## src/rtl/dmem_pkg.sv

```systemverilog
// Shared types and constants for the data-memory arbiter slice.
package dmem_pkg;

  // Arbiter control state: free arbitration or port 1 holding a lock.
  typedef enum logic {
    ST_ARB    = 1'b0,
    ST_LOCKED = 1'b1
  } arb_state_e;

  // Port indices, also used as the round-robin pointer value.
  localparam logic PORT_CPU = 1'b0;
  localparam logic PORT_AUX = 1'b1;

  localparam int DMEM_WORDS    = 256;
  localparam int ADDR_BITS_DEF = 10;
  localparam int MAX_LOCK_DEF  = 16;

  // Request fields of whichever port currently owns the memory.
  typedef struct packed {
    logic        we;
    logic [31:0] addr;
    logic [31:0] wdata;
    logic        legal;
  } mem_req_t;

endpackage

```

## src/rtl/dmem_arbiter_if.sv

```systemverilog
// Bus bundle between the two requesters, the arbiter and the word memory.
interface dmem_arbiter_if;

  // Port 0: CPU load/store path.
  logic        m0_req;
  logic        m0_we;
  logic [31:0] m0_addr;
  logic [31:0] m0_wdata;
  logic        m0_gnt;
  logic        m0_rvalid;
  logic [31:0] m0_rdata;
  logic        m0_err;

  // Port 1: secondary master with optional lock.
  logic        m1_req;
  logic        m1_we;
  logic [31:0] m1_addr;
  logic [31:0] m1_wdata;
  logic        m1_lock;
  logic        m1_gnt;
  logic        m1_rvalid;
  logic [31:0] m1_rdata;
  logic        m1_err;

  // Memory side.
  logic        mem_read;
  logic        mem_write;
  logic [31:0] mem_addr;
  logic [31:0] mem_wdata;
  logic [31:0] mem_rdata;

  // Requesters plus memory: drive requests and read data, observe the rest.
  modport master (
    output m0_req, m0_we, m0_addr, m0_wdata,
    output m1_req, m1_we, m1_addr, m1_wdata, m1_lock,
    output mem_rdata,
    input  m0_gnt, m0_rvalid, m0_rdata, m0_err,
    input  m1_gnt, m1_rvalid, m1_rdata, m1_err,
    input  mem_read, mem_write, mem_addr, mem_wdata
  );

  // Arbiter side.
  modport slave (
    input  m0_req, m0_we, m0_addr, m0_wdata,
    input  m1_req, m1_we, m1_addr, m1_wdata, m1_lock,
    input  mem_rdata,
    output m0_gnt, m0_rvalid, m0_rdata, m0_err,
    output m1_gnt, m1_rvalid, m1_rdata, m1_err,
    output mem_read, mem_write, mem_addr, mem_wdata
  );

endinterface

```

## src/rtl/dmem_addr_check.sv

```systemverilog
// Combinational legality test: word aligned and inside the memory window.
module dmem_addr_check
  import dmem_pkg::*;
#(
  parameter int ADDR_BITS = ADDR_BITS_DEF
) (
  input  logic [31:0] addr,
  output logic        legal
);

  // Bits allowed to be set: inside the window and above the byte offset.
  localparam logic [31:0] WINDOW_MASK = 32'((64'd1 << ADDR_BITS) - 64'd1);
  localparam logic [31:0] LEGAL_MASK  = WINDOW_MASK & 32'hFFFF_FFFC;

  assign legal = ((addr & ~LEGAL_MASK) == 32'd0);

endmodule

```

## src/rtl/dmem_arbiter.sv

```systemverilog
// Two-port round-robin arbiter with port-1 lock in front of a 256x32 memory.
module dmem_arbiter
  import dmem_pkg::*;
#(
  parameter int ADDR_BITS = ADDR_BITS_DEF,
  parameter int MAX_LOCK  = MAX_LOCK_DEF
) (
  input  logic           clk,
  input  logic           reset,
  dmem_arbiter_if.slave  bus
);

  localparam int CNT_W = $clog2(MAX_LOCK + 1);

  arb_state_e       state_q, state_d;
  logic             ptr_q, ptr_d;
  logic [CNT_W-1:0] cnt_q, cnt_d;
  logic [1:0]       rvalid_q, rvalid_d;
  logic [1:0]       err_q, err_d;
  logic [31:0]      rdata0_q, rdata0_d;
  logic [31:0]      rdata1_q, rdata1_d;

  logic     legal0, legal1;
  logic     gnt0, gnt1;
  logic     g0, g1;
  logic     lock_reach;
  mem_req_t sel;

  dmem_addr_check #(.ADDR_BITS(ADDR_BITS)) u_chk0 (.addr(bus.m0_addr), .legal(legal0));
  dmem_addr_check #(.ADDR_BITS(ADDR_BITS)) u_chk1 (.addr(bus.m1_addr), .legal(legal1));

  // State, pointer, lock counter and registered responses.
  // NOTE: sequential state uses non-blocking assignments so every flop samples pre-edge values.
  always_ff @(posedge clk or posedge reset) begin
    if (reset) begin
      state_q  <= ST_ARB;
      ptr_q    <= PORT_CPU;
      cnt_q    <= '0;
      rvalid_q <= '0;
      err_q    <= '0;
      rdata0_q <= '0;
      rdata1_q <= '0;
    end else begin
      state_q  <= state_d;
      ptr_q    <= ptr_d;
      cnt_q    <= cnt_d;
      rvalid_q <= rvalid_d;
      err_q    <= err_d;
      rdata0_q <= rdata0_d;
      rdata1_q <= rdata1_d;
    end
  end

  // Grant decision, next state, pointer and lock-counter update.
  // NOTE: every output of a combinational block gets a default first so no latch is inferred.
  always_comb begin
    gnt0       = 1'b0;
    gnt1       = 1'b0;
    lock_reach = 1'b0;
    state_d    = state_q;
    ptr_d      = ptr_q;
    cnt_d      = cnt_q;
    case (state_q)
      ST_ARB: begin
        cnt_d = '0;
        if (bus.m0_req && bus.m1_req) begin
          gnt0 = (ptr_q == PORT_CPU);
          gnt1 = (ptr_q == PORT_AUX);
        end else begin
          gnt0 = bus.m0_req;
          gnt1 = bus.m1_req;
        end
        if (gnt1 && bus.m1_lock) state_d = ST_LOCKED;
      end
      ST_LOCKED: begin
        if (bus.m0_req && (cnt_q < CNT_W'(MAX_LOCK))) cnt_d = cnt_q + CNT_W'(1);
        // The cycle in which m0 has waited MAX_LOCK cycles hands it the memory.
        lock_reach = bus.m0_req && (cnt_q >= CNT_W'(MAX_LOCK - 1));
        if (lock_reach) gnt0 = 1'b1;
        else            gnt1 = bus.m1_req;
        if (lock_reach || !bus.m1_req || !bus.m1_lock) state_d = ST_ARB;
      end
      default: state_d = ST_ARB;
    endcase
    // After any grant the other port is favoured next.
    if (gnt0)      ptr_d = PORT_AUX;
    else if (gnt1) ptr_d = PORT_CPU;
  end

  // Memory drive from the granted port and next response values.
  always_comb begin
    g0  = gnt0 & ~reset;
    g1  = gnt1 & ~reset;
    sel = '0;
    if (g0)      sel = '{we: bus.m0_we, addr: bus.m0_addr, wdata: bus.m0_wdata, legal: legal0};
    else if (g1) sel = '{we: bus.m1_we, addr: bus.m1_addr, wdata: bus.m1_wdata, legal: legal1};

    bus.m0_gnt    = g0;
    bus.m1_gnt    = g1;
    bus.mem_addr  = sel.addr;
    bus.mem_wdata = sel.wdata;
    bus.mem_read  = (g0 | g1) & ~sel.we & sel.legal;
    bus.mem_write = (g0 | g1) &  sel.we & sel.legal;

    rvalid_d = {g1, g0};
    err_d    = {g1 & ~legal1, g0 & ~legal0};
    rdata0_d = (g0 && !bus.m0_we && legal0) ? bus.mem_rdata : 32'd0;
    rdata1_d = (g1 && !bus.m1_we && legal1) ? bus.mem_rdata : 32'd0;
  end

  assign bus.m0_rvalid = rvalid_q[0];
  assign bus.m1_rvalid = rvalid_q[1];
  assign bus.m0_err    = err_q[0];
  assign bus.m1_err    = err_q[1];
  assign bus.m0_rdata  = rdata0_q;
  assign bus.m1_rdata  = rdata1_q;

endmodule

```

## src/flat_wrapper.sv

```systemverilog
// flat-port wrapper written by rule: the top's interface ports become plain ports
module dmem_arbiter_flat import dmem_pkg::*;
#(
  parameter int ADDR_BITS = ADDR_BITS_DEF,
  parameter int MAX_LOCK  = MAX_LOCK_DEF
)
  (clk, reset, bus_m0_req, bus_m0_we, bus_m0_addr, bus_m0_wdata, bus_m1_req, bus_m1_we, bus_m1_addr, bus_m1_wdata, bus_m1_lock, bus_mem_rdata, bus_m0_gnt, bus_m0_rvalid, bus_m0_rdata, bus_m0_err, bus_m1_gnt, bus_m1_rvalid, bus_m1_rdata, bus_m1_err, bus_mem_read, bus_mem_write, bus_mem_addr, bus_mem_wdata);
  dmem_arbiter_if bus_i ();
  input  logic clk;
  input  logic reset;
  input wire logic [$bits(bus_i.m0_req)-1:0] bus_m0_req;
  input wire logic [$bits(bus_i.m0_we)-1:0] bus_m0_we;
  input wire logic [$bits(bus_i.m0_addr)-1:0] bus_m0_addr;
  input wire logic [$bits(bus_i.m0_wdata)-1:0] bus_m0_wdata;
  input wire logic [$bits(bus_i.m1_req)-1:0] bus_m1_req;
  input wire logic [$bits(bus_i.m1_we)-1:0] bus_m1_we;
  input wire logic [$bits(bus_i.m1_addr)-1:0] bus_m1_addr;
  input wire logic [$bits(bus_i.m1_wdata)-1:0] bus_m1_wdata;
  input wire logic [$bits(bus_i.m1_lock)-1:0] bus_m1_lock;
  input wire logic [$bits(bus_i.mem_rdata)-1:0] bus_mem_rdata;
  output wire logic [$bits(bus_i.m0_gnt)-1:0] bus_m0_gnt;
  output wire logic [$bits(bus_i.m0_rvalid)-1:0] bus_m0_rvalid;
  output wire logic [$bits(bus_i.m0_rdata)-1:0] bus_m0_rdata;
  output wire logic [$bits(bus_i.m0_err)-1:0] bus_m0_err;
  output wire logic [$bits(bus_i.m1_gnt)-1:0] bus_m1_gnt;
  output wire logic [$bits(bus_i.m1_rvalid)-1:0] bus_m1_rvalid;
  output wire logic [$bits(bus_i.m1_rdata)-1:0] bus_m1_rdata;
  output wire logic [$bits(bus_i.m1_err)-1:0] bus_m1_err;
  output wire logic [$bits(bus_i.mem_read)-1:0] bus_mem_read;
  output wire logic [$bits(bus_i.mem_write)-1:0] bus_mem_write;
  output wire logic [$bits(bus_i.mem_addr)-1:0] bus_mem_addr;
  output wire logic [$bits(bus_i.mem_wdata)-1:0] bus_mem_wdata;
  assign bus_i.m0_req = bus_m0_req;
  assign bus_i.m0_we = bus_m0_we;
  assign bus_i.m0_addr = bus_m0_addr;
  assign bus_i.m0_wdata = bus_m0_wdata;
  assign bus_i.m1_req = bus_m1_req;
  assign bus_i.m1_we = bus_m1_we;
  assign bus_i.m1_addr = bus_m1_addr;
  assign bus_i.m1_wdata = bus_m1_wdata;
  assign bus_i.m1_lock = bus_m1_lock;
  assign bus_i.mem_rdata = bus_mem_rdata;
  assign bus_m0_gnt = bus_i.m0_gnt;
  assign bus_m0_rvalid = bus_i.m0_rvalid;
  assign bus_m0_rdata = bus_i.m0_rdata;
  assign bus_m0_err = bus_i.m0_err;
  assign bus_m1_gnt = bus_i.m1_gnt;
  assign bus_m1_rvalid = bus_i.m1_rvalid;
  assign bus_m1_rdata = bus_i.m1_rdata;
  assign bus_m1_err = bus_i.m1_err;
  assign bus_mem_read = bus_i.mem_read;
  assign bus_mem_write = bus_i.mem_write;
  assign bus_mem_addr = bus_i.mem_addr;
  assign bus_mem_wdata = bus_i.mem_wdata;
  dmem_arbiter #(.ADDR_BITS(ADDR_BITS), .MAX_LOCK(MAX_LOCK)) u_core (.clk(clk), .reset(reset), .bus(bus_i));
endmodule
```

## config.mk

```make
export PLATFORM = sky130hd
export DESIGN_NAME = dmem_arbiter_flat
export DESIGN_NICKNAME = d
export VERILOG_FILES = /design/src/rtl/dmem_pkg.sv /design/src/rtl/dmem_arbiter_if.sv /design/src/rtl/dmem_addr_check.sv /design/src/rtl/dmem_arbiter.sv /design/src/flat_wrapper.sv
export SDC_FILE = /design/constraint.sdc
export NUM_CORES = 1
export LEC_CHECK = 0
export ABC_AREA = 1
export CORE_MARGIN = 4
export CORE_UTILIZATION = 30
export CTS_BUF_LIST = sky130_fd_sc_hd__clkbuf_4 sky130_fd_sc_hd__clkbuf_8 sky130_fd_sc_hd__clkbuf_16
export CTS_CLUSTER_DIAMETER = 30
export DETAILED_ROUTE_END_ITERATION = 12
export HOLD_SLACK_MARGIN = 0.08
export PLACE_DENSITY = 0.86
export SETUP_SLACK_MARGIN = 0.3
export SLEW_MARGIN = 25
export SYNTH_ARGS = -nofsm -noshare
export SYNTH_HDL_FRONTEND = slang
export SYNTH_HIERARCHICAL = 1
export SYNTH_SLANG_ARGS = --single-unit
```

## constraint.sdc

```tcl
create_clock -name clk -period 4.85 [get_ports clk]
set_input_delay 0.97 -clock clk [delete_from_list [all_inputs] [get_ports clk]]
set_output_delay 0.97 -clock clk [all_outputs]
set_load 0.1 [all_outputs]
```

After elaboration in Yosys (flattened, before gate mapping)

Cells that the tools add are included.

Register bits: 75
Logic and storage cells: 61

Reductions and logical operators: 17
Add/subtract/negate cells: 1
Multiplexer cells: 18
Equal/unequal tests: 1
Bitwise operators: 15
$lt $le $gt $ge: 2

Operators with widths:

| operator            | number |
|---|---|
| $mux 66             | 2 |
| $logic_not 32->1    | 2 |
| $mux 32             | 2 |
| $pmux 5 s2          | 1 |
| $mux 1              | 9 |
| $and 1x1->1         | 8 |
| $logic_and 1x1->1   | 8 |
| $not 1->1           | 6 |
| $pmux 1 s2          | 3 |
| $add 5x1->5 const B | 1 |
| $ge 5x4->1 const B  | 1 |
| $lt 5x5->1 const B  | 1 |
| $mux 5              | 1 |
| $logic_not 1->1     | 4 |
| $logic_or 1x1->1    | 2 |
| $ne 2x2->1 const B  | 1 |
| $reduce_bool 2->1   | 1 |
| $or 1x1->1          | 1 |

Depth between registers and ports, before layout

Depth after elaboration: 10
Mapped depth: 14
Depth with buffers taken out: 13

Modules after synthesis

Netlist, hierarchy kept.

Modules (own cells, without submodules):

| module          | cells an instance | area an instance (µm²) | instances |
|---|---|---|---|
| dmem_arbiter    | 444               | 3499.6                 | 1 |
| dmem_addr_check | 21                | 83.8                   | 2 |

Worst setup path before layout

OpenSTA, ideal clock, no wires.

Kind: input to output
Start point: in reset
End point: out bus_mem_write
Arrival: 3.546 ns
Buffers on the path: 0
Stages: 5
Required time: 3.880 ns
Setup slack: 0.334 ns
Cell sequence: inv_2 > nand2_1 > nand2_1 > nand2_1 > nor2_1

Longest elaborated chain between the ends: 6

RTL lines:

| what               | line                                   | RTL |
|---|---|---|
| start: declaration | flat_wrapper.sv:10                     | `input logic reset;` |
| $not 1->1 *        | dmem_arbiter.sv:92, dmem_arbiter.sv:93 |  |
| $and 1x1->1        | dmem_arbiter.sv:93                     | `g1 = gnt1 & ~reset;` |
| $mux 66            | dmem_arbiter.sv:96                     | `else if (g1) sel = '{we: bus.m1_we, addr: bus.m1_addr, wdata: bus.m1_wdata, legal: legal1};` |
| $mux 66            | dmem_arbiter.sv:95                     | `if (g0) sel = '{we: bus.m0_we, addr: bus.m0_addr, wdata: bus.m0_wdata, legal: legal0};` |
| $and 1x1->1        | dmem_arbiter.sv:103                    | `bus.mem_write = (g0 \| g1) & sel.we & sel.legal;` |
| $and 1x1->1 *      | dmem_arbiter.sv:103                    |  |
| end: declaration   | flat_wrapper.sv:30                     | `output wire logic [$bits(bus_i.mem_write)-1:0] bus_mem_write;` |

Mark *: on every way between the ends. The rest lies on a longest branch, timed or not.

Worst setup path in the final report

Start point: in bus_m0_req
End point: out bus_mem_wdata[11]

Longest elaborated chain between the ends: 7

RTL lines:

| what               | line               | RTL |
|---|---|---|
| start: declaration | flat_wrapper.sv:11 | `input wire logic [$bits(bus_i.m0_req)-1:0] bus_m0_req;` |
| $logic_and 1x1->1  | dmem_arbiter.sv:66 | `if (bus.m0_req && bus.m1_req) begin` |
| $mux 1             | dmem_arbiter.sv:66 |  |
| $mux 1             | dmem_arbiter.sv:63 | `case (state_q)` |
| $pmux 1 s2         | dmem_arbiter.sv:63 |  |
| $and 1x1->1        | dmem_arbiter.sv:93 |  |
| $mux 66            | dmem_arbiter.sv:96 |  |
| $mux 66 *          | dmem_arbiter.sv:95 |  |
| end: declaration   | flat_wrapper.sv:32 | `output wire logic [$bits(bus_i.mem_wdata)-1:0] bus_mem_wdata;` |

Mark *: on every way between the ends. The rest lies on a longest branch, timed or not. The select of a mux whose other input is x is not followed.

==> impl_metrics.toml <==
[synthesis]
synthesis.area_per_instance_sq_um = 7.55
synth.largest_area_cell = "dfrtp_1"
synth-seq-cells = 75
netlist_area_sq_um = 3670
yosys.area.top_type_share_pct = 51.2
ys_types = 23
yosys-top-cells-area = "dfrtp_1 51%, nand2_1 22%, nor2_1 7.3%, nor2_2 5.6%, inv_1 4.4%"
seq_area_frac_synth_pct = 51.2
synthesis.instances = 486
syn-num-nets = 655
ys_warn_count = 6

[clocking]
ctsResizeCount = 0
post-cts-setup-buffers = 0
htree_levels = 3
clk_pin_slew_ns = 0.05
cts.sink_count = 75
insertion_delay_ns = 0.33
tritoncts = "yes"
number_of_buffers_inserted_by_hold_repair_at_cts = 0
cts_buffers = 9
clock_tree.buffer_depth = 2
clock-root-buffer = "clkbuf_16"

[route]
route.antenna.remaining_nets = 0
route.vias.total = 4093
drt_pass_1_iters = 7
wirelength_um = 14500
detail_route.vias_per_cell = 4.38
dr.first_iter.drc_count = 227
route.detailed.wl_per_inst_um = 15.5
route.detailed.drc = 0

[worst_hold_path]
worstHoldPathType = "reg -> reg"
hp-start = "u_core/cnt_q[2]"

[timing]
achievable-frequency_mhz = 249
fin_crit_sh_pct = 82.9
unrepaired_setup_endpoints_after_global_routing = "false"
timing_max_transition_violations_final = 0
period_minus_slack_ns = 4.02
finalClockSkew_ns = 0.00955
setup_tns_ns = 0
timing_hold_violations_final = 0
worst_slew_pin_slew_ns = 1.01
finalSetupViolations = 0
post_route_worst_hold_slack_ns = 0.561
worst_slew_margin_rel_pct = 32.3

[setup_path]
worst-endpoint-required_ns = 3.88
crit-reg2reg-launch = "u_core/cnt_q[0]"
cp.arrival_ns = 3.05
critPathLaunchType = "input pin"
critical_path_class = "in -> out"
crit_path_start = "bus_m0_req"
worst-path-max-fanout = 29
critical_path.endpoint_type = "primary output"

[layout]
n_fill_cell = 959
final_common_cell = "clkdlybuf4s50_1"
fin_nets = 952
post_route_cells_drive_above_1_share_pct = 16.2
fin_area_sq_um = 7720
multiInputGateArea_sq_um = 1440
most_frequent_cells_in_the_layout = "234 x clkdlybuf4s50_1, 214 x nand2_1, 75 x dfrtp_1, 71 x nor2_1, 67 x buf_12"
finish.utilization_pct = 64.3
number_of_diodes_added_for_antenna_fixing = 0
syn2layout_area_growth_pct = 111
ff_latch_area_sq_um = 1880

[die]
start_util_pct = 30.5
total_i_o_pin_count = 303
total_die_area_sq_um = 14100
fp-row-count = 40
y_dimension_of_the_die_um = 119
die_width_um = 119
core_region_area_sq_um = 12000

[grt]
initial_antenna_violation_count = 1
grt_first_pass_wirelength_um = 22400
grt_max_degree = 75
globalRoute.totalOverflow = 0
gr-usage-all-layers_pct = 20.4
first_global_vias = 4141

[pwr]
p_switching_mw = 0.731
netSwitchingFraction_pct = 35.1
p_per_area_nw_per_um2 = 269
share_comb_of_total_power_pct = 37.3
clkPwrFrac_pct = 32.3
power.share.sequential_pct = 30.4
internal_power_mw = 1.35
vdd.ir_drop.worst_v = 0.000193
p_leak_nw = 3.71
p_total_mw = 2.08

[place]
port-buffer-count = 302
post_dp_cell_area_sq_um = 7410
finalWeightedCongestion = 0.926
dp_hpwl_um = 12100

[status]
result_of_the_run = "complete, no violations"

[run]
max-cap-violations = 0
-- registers in the layout, indices dropped and copies added, names as in the netlist --
signal,cells
u_core/err_q,2
u_core/ptr_q,1
u_core/rvalid_q,2
u_core/state_q,1
u_core/bus.m1_rdata,32
u_core/cnt_q,5
u_core/bus.m0_rdata,32
-- cells by family (layout without fill, tap and decap cells) --
| group | after synthesis | after routing | share of synthesized area (%) |
|---|---|---|---|
| simple gates | 330 | 330 | 36.8 |
| compound gates | 11 | 11 | 1.91 |
| fa+ha+maj | 2 | 2 | 0.682 |
| flops | 75 | 75 | 51.2 |
| buf+inv | 68 | 370 | 9.45 |
-- per-stage QoR --
stage / setup WS [ns] / std cells
global route: 0.581 / 935
floorplan: 0.334 / 486
detailed placement: 0.816 / 919
CTS: 0.809 / 935
finish: 0.831 / 935
global placement: 0.858 / 919
-- path summary, 6_finish.rpt --
kind | end | slack (ns) | depth (start not counted)
min in group asynchronous | u_core/err_q[1] | 0.86 | 2
max in group asynchronous | u_core/bus.m1_rdata[25] | 2.91 | 3
max reg2reg | u_core/bus.m0_rdata[11] | 1.83 | 13
max | bus_mem_wdata[11] | 0.83 | 10
min | u_core/cnt_q[2] | 0.56 | 2
min reg2reg | u_core/cnt_q[2] | 0.56 | 2
-- cell type report --
type,instances,area share [%]
sequential,75,24.3
inverter,47,2.28
multi-input combinational,343,18.7
tap,147,2.38
clock inverter,6,0.956
clock buffer,10,3.09
timing repair buffer,307,48.3
-- Yosys cell counts (all sizes together) --
library cell	count
ha	2
buf	21
o211ai	1
a21oi	4
nor3	2
dfrtp	75
nand4	4
and3	1
nor2	104
clkinv	1
o22ai	1
o21ai	5
or2	1
inv	46
nand2	214
nand3	4
-- metal layers --
metal  routed length (um)  vias up  track usage, %  part of all wire (%)
met5                   12        -               0                 0.083
met4                  375        2            5.94                   2.6
met3                 1340       29            7.13                   9.2
met2                 7610      218            37.2                    53
met1                 5150     1817            22.1                    36
li1                     -     2027               -                     -
-- power by group through the flow --
stage	sequential (mW)	combinational, mW	clock, mW
after floorplan	0.659	0.399	0
after detailed placement	0.644	0.780	0
final	0.633	0.776	0.673
after global routing	0.633	0.806	0.717
after global placement	0.644	0.775	0
after CTS	0.633	0.782	0.690
-- worst max-delay path: stages --
cell	delay, ns
clkdlybuf4s50_1	0.43
nand2_1	0.09
clkinv_1	0.07
nand2_1	0.16
nand3_1	0.14
inv_2	0.42
buf_4	0.32
nand2_1	0.10
nand2_1	0.14
buf_12	0.19
Note: power is estimated with default switching activity, not from simulation.
